--- src/rtl/aoi_selftest_ctrl.sv ---
// aoi_selftest_ctrl: self-test sequencer for a switch-level AOI22 cell,
// f = ~((a&b)|(c&d)). Walks {a,b,c,d} through all 16 vectors PASSES times,
// holds each vector SETTLE_CYCLES clocks, samples f_in, and compares it with
// the golden AOI22 function. Mismatches are counted (saturating at 255) and the
// first failing vector is latched.
//
// Optional build macro: AOI_FAILMAP_EN
//   defined   -> fail_map is a sticky per-vector mismatch register
//   undefined -> fail_map is tied to 16'h0000 and no register is built
//
// Handshake: start is a level request with no ready return. It is accepted
// on a rising clk edge only while the controller is idle or done (busy=0).
// While busy=1 it is ignored. The run's results are valid while done=1,
// and they hold until the next accepted start or reset.
//
// Legal parameter range: SETTLE_CYCLES 1..255, PASSES 1..255.

module aoi_selftest_ctrl #(
  parameter int SETTLE_CYCLES = 2,
  parameter int PASSES        = 1
) (
  input  logic        clk,
  input  logic        rst_n,
  input  logic        start,
  output logic        a,
  output logic        b,
  output logic        c,
  output logic        d,
  input  logic        f_in,
  output logic        busy,
  output logic        done,
  output logic        pass,
  output logic [7:0]  err_count,
  output logic [3:0]  first_fail_vec,
  output logic        fail_valid,
  output logic [15:0] fail_map,
  output logic [1:0]  state_dbg
);

  typedef enum logic [1:0] {
    ST_IDLE   = 2'd0,
    ST_SETTLE = 2'd1,
    ST_SAMPLE = 2'd2,
    ST_DONE   = 2'd3
  } state_t;

  localparam logic [7:0] SETTLE_LAST = 8'(SETTLE_CYCLES - 1);
  localparam logic [7:0] PASS_LAST   = 8'(PASSES - 1);

  state_t      state;
  logic [3:0]  vec;
  logic [7:0]  settle_cnt;
  logic [7:0]  pass_idx;
  logic        busy_r;
  logic        done_r;
  logic        pass_r;
  logic [7:0]  err_r;
  logic [3:0]  ffv_r;
  logic        fv_r;

  logic        start_accept;
  logic        exp_f;
  logic        mismatch;
  logic [7:0]  err_next;
  logic        last_vec;
  logic        last_pass;

  // Golden compare and the saturating next error count for the SAMPLE state.
  always_comb begin
    start_accept = start && ((state == ST_IDLE) || (state == ST_DONE));
    exp_f        = ~((vec[3] & vec[2]) | (vec[1] & vec[0]));
    // Case inequality so an unknown cell output counts as a failure.
    mismatch     = (f_in !== exp_f);
    err_next     = err_r;
    if (mismatch && (err_r != 8'hFF)) begin
      err_next = err_r + 8'd1;
    end
    last_vec     = (vec == 4'hF);
    last_pass    = (pass_idx == PASS_LAST);
  end

  // Sequencer FSM: vector walk, settle timing, compare bookkeeping.
  always_ff @(posedge clk or negedge rst_n) begin
    if (!rst_n) begin
      state      <= ST_IDLE;
      vec        <= 4'h0;
      settle_cnt <= 8'd0;
      pass_idx   <= 8'd0;
      busy_r     <= 1'b0;
      done_r     <= 1'b0;
      pass_r     <= 1'b0;
      err_r      <= 8'd0;
      ffv_r      <= 4'h0;
      fv_r       <= 1'b0;
    end else begin
      case (state)
        ST_IDLE, ST_DONE: begin
          if (start_accept) begin
            state      <= ST_SETTLE;
            vec        <= 4'h0;
            settle_cnt <= 8'd0;
            pass_idx   <= 8'd0;
            busy_r     <= 1'b1;
            done_r     <= 1'b0;
            pass_r     <= 1'b0;
            err_r      <= 8'd0;
            ffv_r      <= 4'h0;
            fv_r       <= 1'b0;
          end
        end
        ST_SETTLE: begin
          if (settle_cnt == SETTLE_LAST) begin
            state <= ST_SAMPLE;
          end else begin
            settle_cnt <= settle_cnt + 8'd1;
          end
        end
        ST_SAMPLE: begin
          err_r <= err_next;
          if (mismatch && !fv_r) begin
            fv_r  <= 1'b1;
            ffv_r <= vec;
          end
          if (last_vec && last_pass) begin
            // Final sample of the run: park the cell inputs at zero.
            state  <= ST_DONE;
            vec    <= 4'h0;
            busy_r <= 1'b0;
            done_r <= 1'b1;
            pass_r <= (err_next == 8'd0);
          end else begin
            state      <= ST_SETTLE;
            settle_cnt <= 8'd0;
            if (last_vec) begin
              vec      <= 4'h0;
              pass_idx <= pass_idx + 8'd1;
            end else begin
              vec <= vec + 4'h1;
            end
          end
        end
        default: begin
          state <= ST_IDLE;
        end
      endcase
    end
  end

`ifdef AOI_FAILMAP_EN
  logic [15:0] map_r;

  // Sticky record of every vector that ever mismatched in the current run.
  always_ff @(posedge clk or negedge rst_n) begin
    if (!rst_n) begin
      map_r <= 16'h0000;
    end else if (start_accept) begin
      map_r <= 16'h0000;
    end else if ((state == ST_SAMPLE) && mismatch) begin
      map_r[vec] <= 1'b1;
    end
  end

  assign fail_map = map_r;
`else
  assign fail_map = 16'h0000;
`endif

  // vec is held at zero outside a sweep, so the cell inputs idle low.
  assign a              = vec[3];
  assign b              = vec[2];
  assign c              = vec[1];
  assign d              = vec[0];
  assign busy           = busy_r;
  assign done           = done_r;
  assign pass           = pass_r;
  assign err_count      = err_r;
  assign first_fail_vec = ffv_r;
  assign fail_valid     = fv_r;
  assign state_dbg      = state;

endmodule

--- config.mk ---
export PLATFORM = sky130hd
export DESIGN_NAME = aoi_selftest_ctrl
export DESIGN_NICKNAME = d
export VERILOG_FILES = /design/src/rtl/aoi_selftest_ctrl.sv
export SDC_FILE = /design/constraint.sdc
export NUM_CORES = 1
export LEC_CHECK = 0
export BUFFER_PORTS_ARGS = -buffer_cell sky130_fd_sc_hd__buf_2
export CAP_MARGIN = 40
export CORE_ASPECT_RATIO = 0.9
export CORE_MARGIN = 4
export CORE_UTILIZATION = 40
export CTS_BUF_LIST = sky130_fd_sc_hd__clkbuf_4 sky130_fd_sc_hd__clkbuf_8
export DETAILED_ROUTE_END_ITERATION = 7
export PLACE_DENSITY = 0.68
export SYNTH_ARGS = -nofsm -noshare
export SYNTH_HDL_FRONTEND = slang
export SYNTH_SLANG_ARGS = --single-unit
--- constraint.sdc ---
create_clock -name clk -period 5.55 [get_ports clk]
set_input_delay 1.11 -clock clk [delete_from_list [all_inputs] [get_ports clk]]
set_output_delay 1.11 -clock clk [all_outputs]
set_load 0.1 [all_outputs]
# Word level (Yosys, flattened, before mapping)
# Index checks and enable logic that the tools add are counted.
# totals
regBits	38
input_bits	4
word_cells	78
# op_classes
n_eq_ne	14
bitwise_logic	4
add_sub_neg	4
reduce_logical	17
muxes	29
# op_table
operator	count
$mux 8	6
$pmux 8 s2	2
$add 8x1->8 const B	3
$pmux 8 s3	1
$logic_not 8->1	2
$mux 4	4
$pmux 4 s2	2
$ne 2x2->1 const B	7
$reduce_and 3->1	3
$eq 8x1->1 const B	1
$ne 8x8->1 const B	1
$pmux 1 s2	4
$mux 1	6
$mux 2	3
$pmux 2 s3	1
$add 4x1->4 const B	1
$eq 2x2->1 const B	2
$eq 4x4->1 const B	1
$logic_and 1x1->1	4
$reduce_and 2->1	2
$reduce_and 4->1	1
$and 1x1->1	2
$eq 2x1->1 const B	1
$logic_not 2->1	1
other kinds (7)	7

# Longest topological paths before layout
# depth
ltp_word	9
ltp_mapped	9
ltp_nobuf	7

# Worst setup path before layout
# OpenSTA, ideal clock, no wires.
# synth_path
kind	register to register
start	reg state[0], in the netlist state_dbg[0]
end	reg err_r[0], in the netlist err_count[0]
setup_slack_ns	2.954
path_buffers	1
period_less_slack_ns	2.596
t_arrival_ns	2.471
path_stages_with_launch	8
setup_time_ns	0.125
path_cell_list	dfrtp_1 -> inv_1 -> ha_1 -> nor2b_1 -> nor2_1 -> clkbuf_1 -> o21ai_1 -> mux2_2
# synth_via
elab_chain_cells	5
# synth_rtl
element	line_no	text
start: declaration	50	state_t state;
start signal: assignment	85	state <= ST_IDLE;
start signal: assignment	99	state <= ST_SETTLE;
start signal: assignment	113	state <= ST_SAMPLE;
$eq 2x2->1 / $logic_not 2->1 (equally long branches)	70, 96	
$logic_or 1x1->1	70	start_accept = start && ((state == ST_IDLE) || (state == ST_DONE));
$logic_and 1x1->1	70	
$ne 2x2->1 (no source line)	n/a	
$reduce_and 2->1 (no source line)	n/a	
end signal: assignment	119	err_r <= err_next;
end: declaration	57	logic [7:0] err_r;
# Parallel ways exist; a longest one is shown, timed or not.
# A chain may end at the register's enable or synchronous reset.

# Final worst setup path
# layout_path
start	reg err_r[3], in the netlist err_count[3]
end	out err_count[3]
# layout_lines
element	line_no	text
end: declaration	33	output logic [7:0] err_count,
# No word-level cell between the ends.

==> impl_metrics.toml <==
[layout]
antennaDiodeCount = 0
final_layout_size_suffix_gt1_share_pct = 17.2
layout.filler_cells = 566
layout.nets = 285
final_core_utilization_pct = 45.6
final-instance-count-excl-fill = 343
areaGrowthSynthToFinish_pct = 9.79

[drt]
wl_mm = 5.02
detail_route.vias_per_cell = 5.65
drt-pass1-iter-count = 5
first_iter_violations = 217
routed-via-count = 1938
avgRoutedWirePerCell_um = 14.6
final_ant_viol_nets = 0
route.detailed.drc = 0

[floorplanning]
design.die.area_mm2 = 0.00724
num_io_pins = 42
core.rowCount = 26
starting_density_pct = 41.5
floorplan.die.height_um = 81.1
die_x_um = 89.3
coreArea_mm2 = 0.00573

[cts]
cts_htree_levels = 2
root_buffer_master = "clkbuf_8"
cts_setup_buffers = 0
clk_latency_ps = 290
holdBufCountCts = 0
cts_buffers = 5
cts_num_sinks = 38
max-clock-path-buffers = 2
cts.repair.resized = 0
clock_tree_from_tritoncts = "done"
clk_transition_reported_paths_ps = 80

[critical_path]
cp_max_fo = 11
path_delay_family = "flip-flops"
cp-end-kind = "output pin"
critical_path_required_ps = 4440
worst-path-stages = 1
worst_ep_arrival_time_ps = 1340
number_of_cells_traversed_by_the_worst_register_to_register_path = 7
crit_buf_inv = 1
startpoint_type = "register"
worstPathCellList = "buf_2"
slowest_delay_ps = 550
critical-path-slowest-cell = "dfrtp_1"
crit_type = "reg -> out"

[place]
numPortBuffers = 25
placedCellCount = 335
gp_congestion = 0.926
dp.final_hpwl_mm = 3.64

[power_and_ir_drop]
leakage_dissipation_nw = 1.21
report.power.total_mw = 0.837
vdd.ir_drop.worst_mv = 0.197
pwr_density_cell_mw_per_mm2 = 321

[timing]
slew-limit-headroom_pct = 38.7
min_period_ps = 2450
whs_ps = 489
setup-tns-final_ps = 0
timing_worst_slew_pin_value_ps = 916
fmaxAchievable_ghz = 0.408
drv_slew = 0
hold_violations = 0
rsz_0062_raised_after_global_routing = "no"
finalCritPeriodShare_pct = 44.2
setup_viol_count_final = 0
fin_worst_skew_ps = 5.74

[logic_synthesis]
post_synth.cell_area_avg_um2 = 9.62
number_of_flops_mapped_to_enable_cells_by_yosys = 0
synthesis.instances = 247
post_synth_most_frequent_cells = "dfrtp_1, nor2_1, buf_4"
synth.area.top_cells = "dfrtp_1, buf_4, ha_1, a22o_1, o21ai_0"
yosysSeqAreaShare_pct = 40.0
postSynth.asyncResetShare_pct = 100
ys_warn_count = 0
synth_top_cell_area_share_pct = 40.0
synth_most_common_cell = "dfrtp_1"
dominantRegCellSynth = "dfrtp_1"
postSynthRegisterBits = 38
yosysTopAreaCell = "dfrtp_1"
syn-cell-area_mm2 = 0.00238
distinct_cell_type_count_of_the_synthesized_netlist = 55

[global_routing]
grt_first_pass_wirelength_mm = 8.38
global_route.usage.met1_pct = 21.4
via_count_of_the_first_global_routing_pass = 1672
global_route.overflow_total = 0
grt_start_max_net_pins = 37
busiest_layer_in_global_routing = "met1"
globalRouteTotalUtil_pct = 14.8
global_route_met2_utilization_pct = 21.0
grtUsageMet3_pct = 3.55
grt_antenna_before_repair = 0

[hold_path]
hold_crit_class = "reg -> reg"
timing.hold.worst_path_depth = 1

[run_status]
status = "finished clean"

[job]
drv.max_cap_violation_count = 0
==> cell usage in the layout (no fill, tap or decap), types with 5 or more instances in the layout <==
cell type	count
a21o_1	6
a21oi_1	7
a22o_1	11
a31oi_1	7
and2_1	5
and3_1	8
buf_2	25
clkbuf_8	6
conb_1	16
dfrtp_1	38
ha_1	9
inv_1	8
nand2_1	13
nand3_1	6
nand4_1	5
nor2_1	17
nor3_1	7
o2111ai_1	5
o21ai_0	15
xor2_1	8
==> area by class of cell <==
cell class	count	area (um^2)	share of cell area, %
Timing Repair Buffer	26	145	5.56
Multi-Input combinational cell	192	1300	49.7
Clock inverter	2	12.5	0.479
Tap cell	70	87.6	3.36
Clock buffer	6	82.6	3.16
Sequential cell	38	951	36.4
Inverter	9	33.8	1.29
==> logic make-up (layout without fill, tap and decap cells) <==
| family | after synthesis | count (layout) | share of synthesized area [%] |
|---|---|---|---|
| simple gates | 79 | 79 | 19.4 |
| compound gates | 74 | 74 | 22.2 |
| flops | 38 | 38 | 40.0 |
| buf+inv | 32 | 43 | 7.79 |
| xor+xnor | 11 | 11 | 4.37 |
| fa+ha+maj | 9 | 9 | 4.74 |
| mux | 3 | 3 | 1.32 |
| other cells | 1 | 16 | 0.158 |
==> stage by stage <==
step                      instance area, um^2  worst slack (ps)
after floorplan                          2430              2950
after global placement                   2490              2990
after detailed placement                 2510              2920
after CTS                                2610              3110
after global routing                     2610              2990
final                                    2610              3100
==> worst reg2reg max path, stage by stage, from the launching register on <==
cell       delay (ps)
dfrtp_1           420
inv_1              60
ha_1              350
nor2b_1           180
nor2_1            710
o2111ai_1         270
xor2_1            200
nor2_1             60
==> final timing paths <==
kind,from,end,slack [ps]
hold reg to reg,done,done,490
setup reg to reg,state_dbg[0],pass_idx[4],3190
setup / recovery,err_count[3],err_count[3],3100
min in group asynchronous,rst_n,err_count[4],600
max in group asynchronous,rst_n,settle_cnt[0],4550
hold / removal,done,done,490
==> sequential cells by signal, summed over array words and instances (netlist names) <==
register / cells
fail_valid: 1
err_count: 8
pass: 1
done: 1
first_fail_vec: 4
vec: 4
state_dbg: 2
busy: 1
settle_cnt: 8
pass_idx: 8
==> routing by layer <==
| layer | share of wire (%) | routed length (um) | up-vias |
|---|---|---|---|
| met4 | 1.9 | 94 | 0 |
| met5 | 0 | 0 | - |
| met2 | 44 | 2230 | 66 |
| li1 | - | - | 945 |
| met3 | 6.3 | 315 | 8 |
| met1 | 47 | 2380 | 919 |
==> where the power goes <==
part | switching, mW | leakage [nW] | internal (mW)
Clock | 0.101 | 0.0472 | 0.0998
Sequential | 0.0336 | 0.497 | 0.298
Combinational | 0.256 | 0.670 | 0.0485
Total | 0.390 | 1.21 | 0.447
Note: power is estimated with default switching activity, not from simulation.
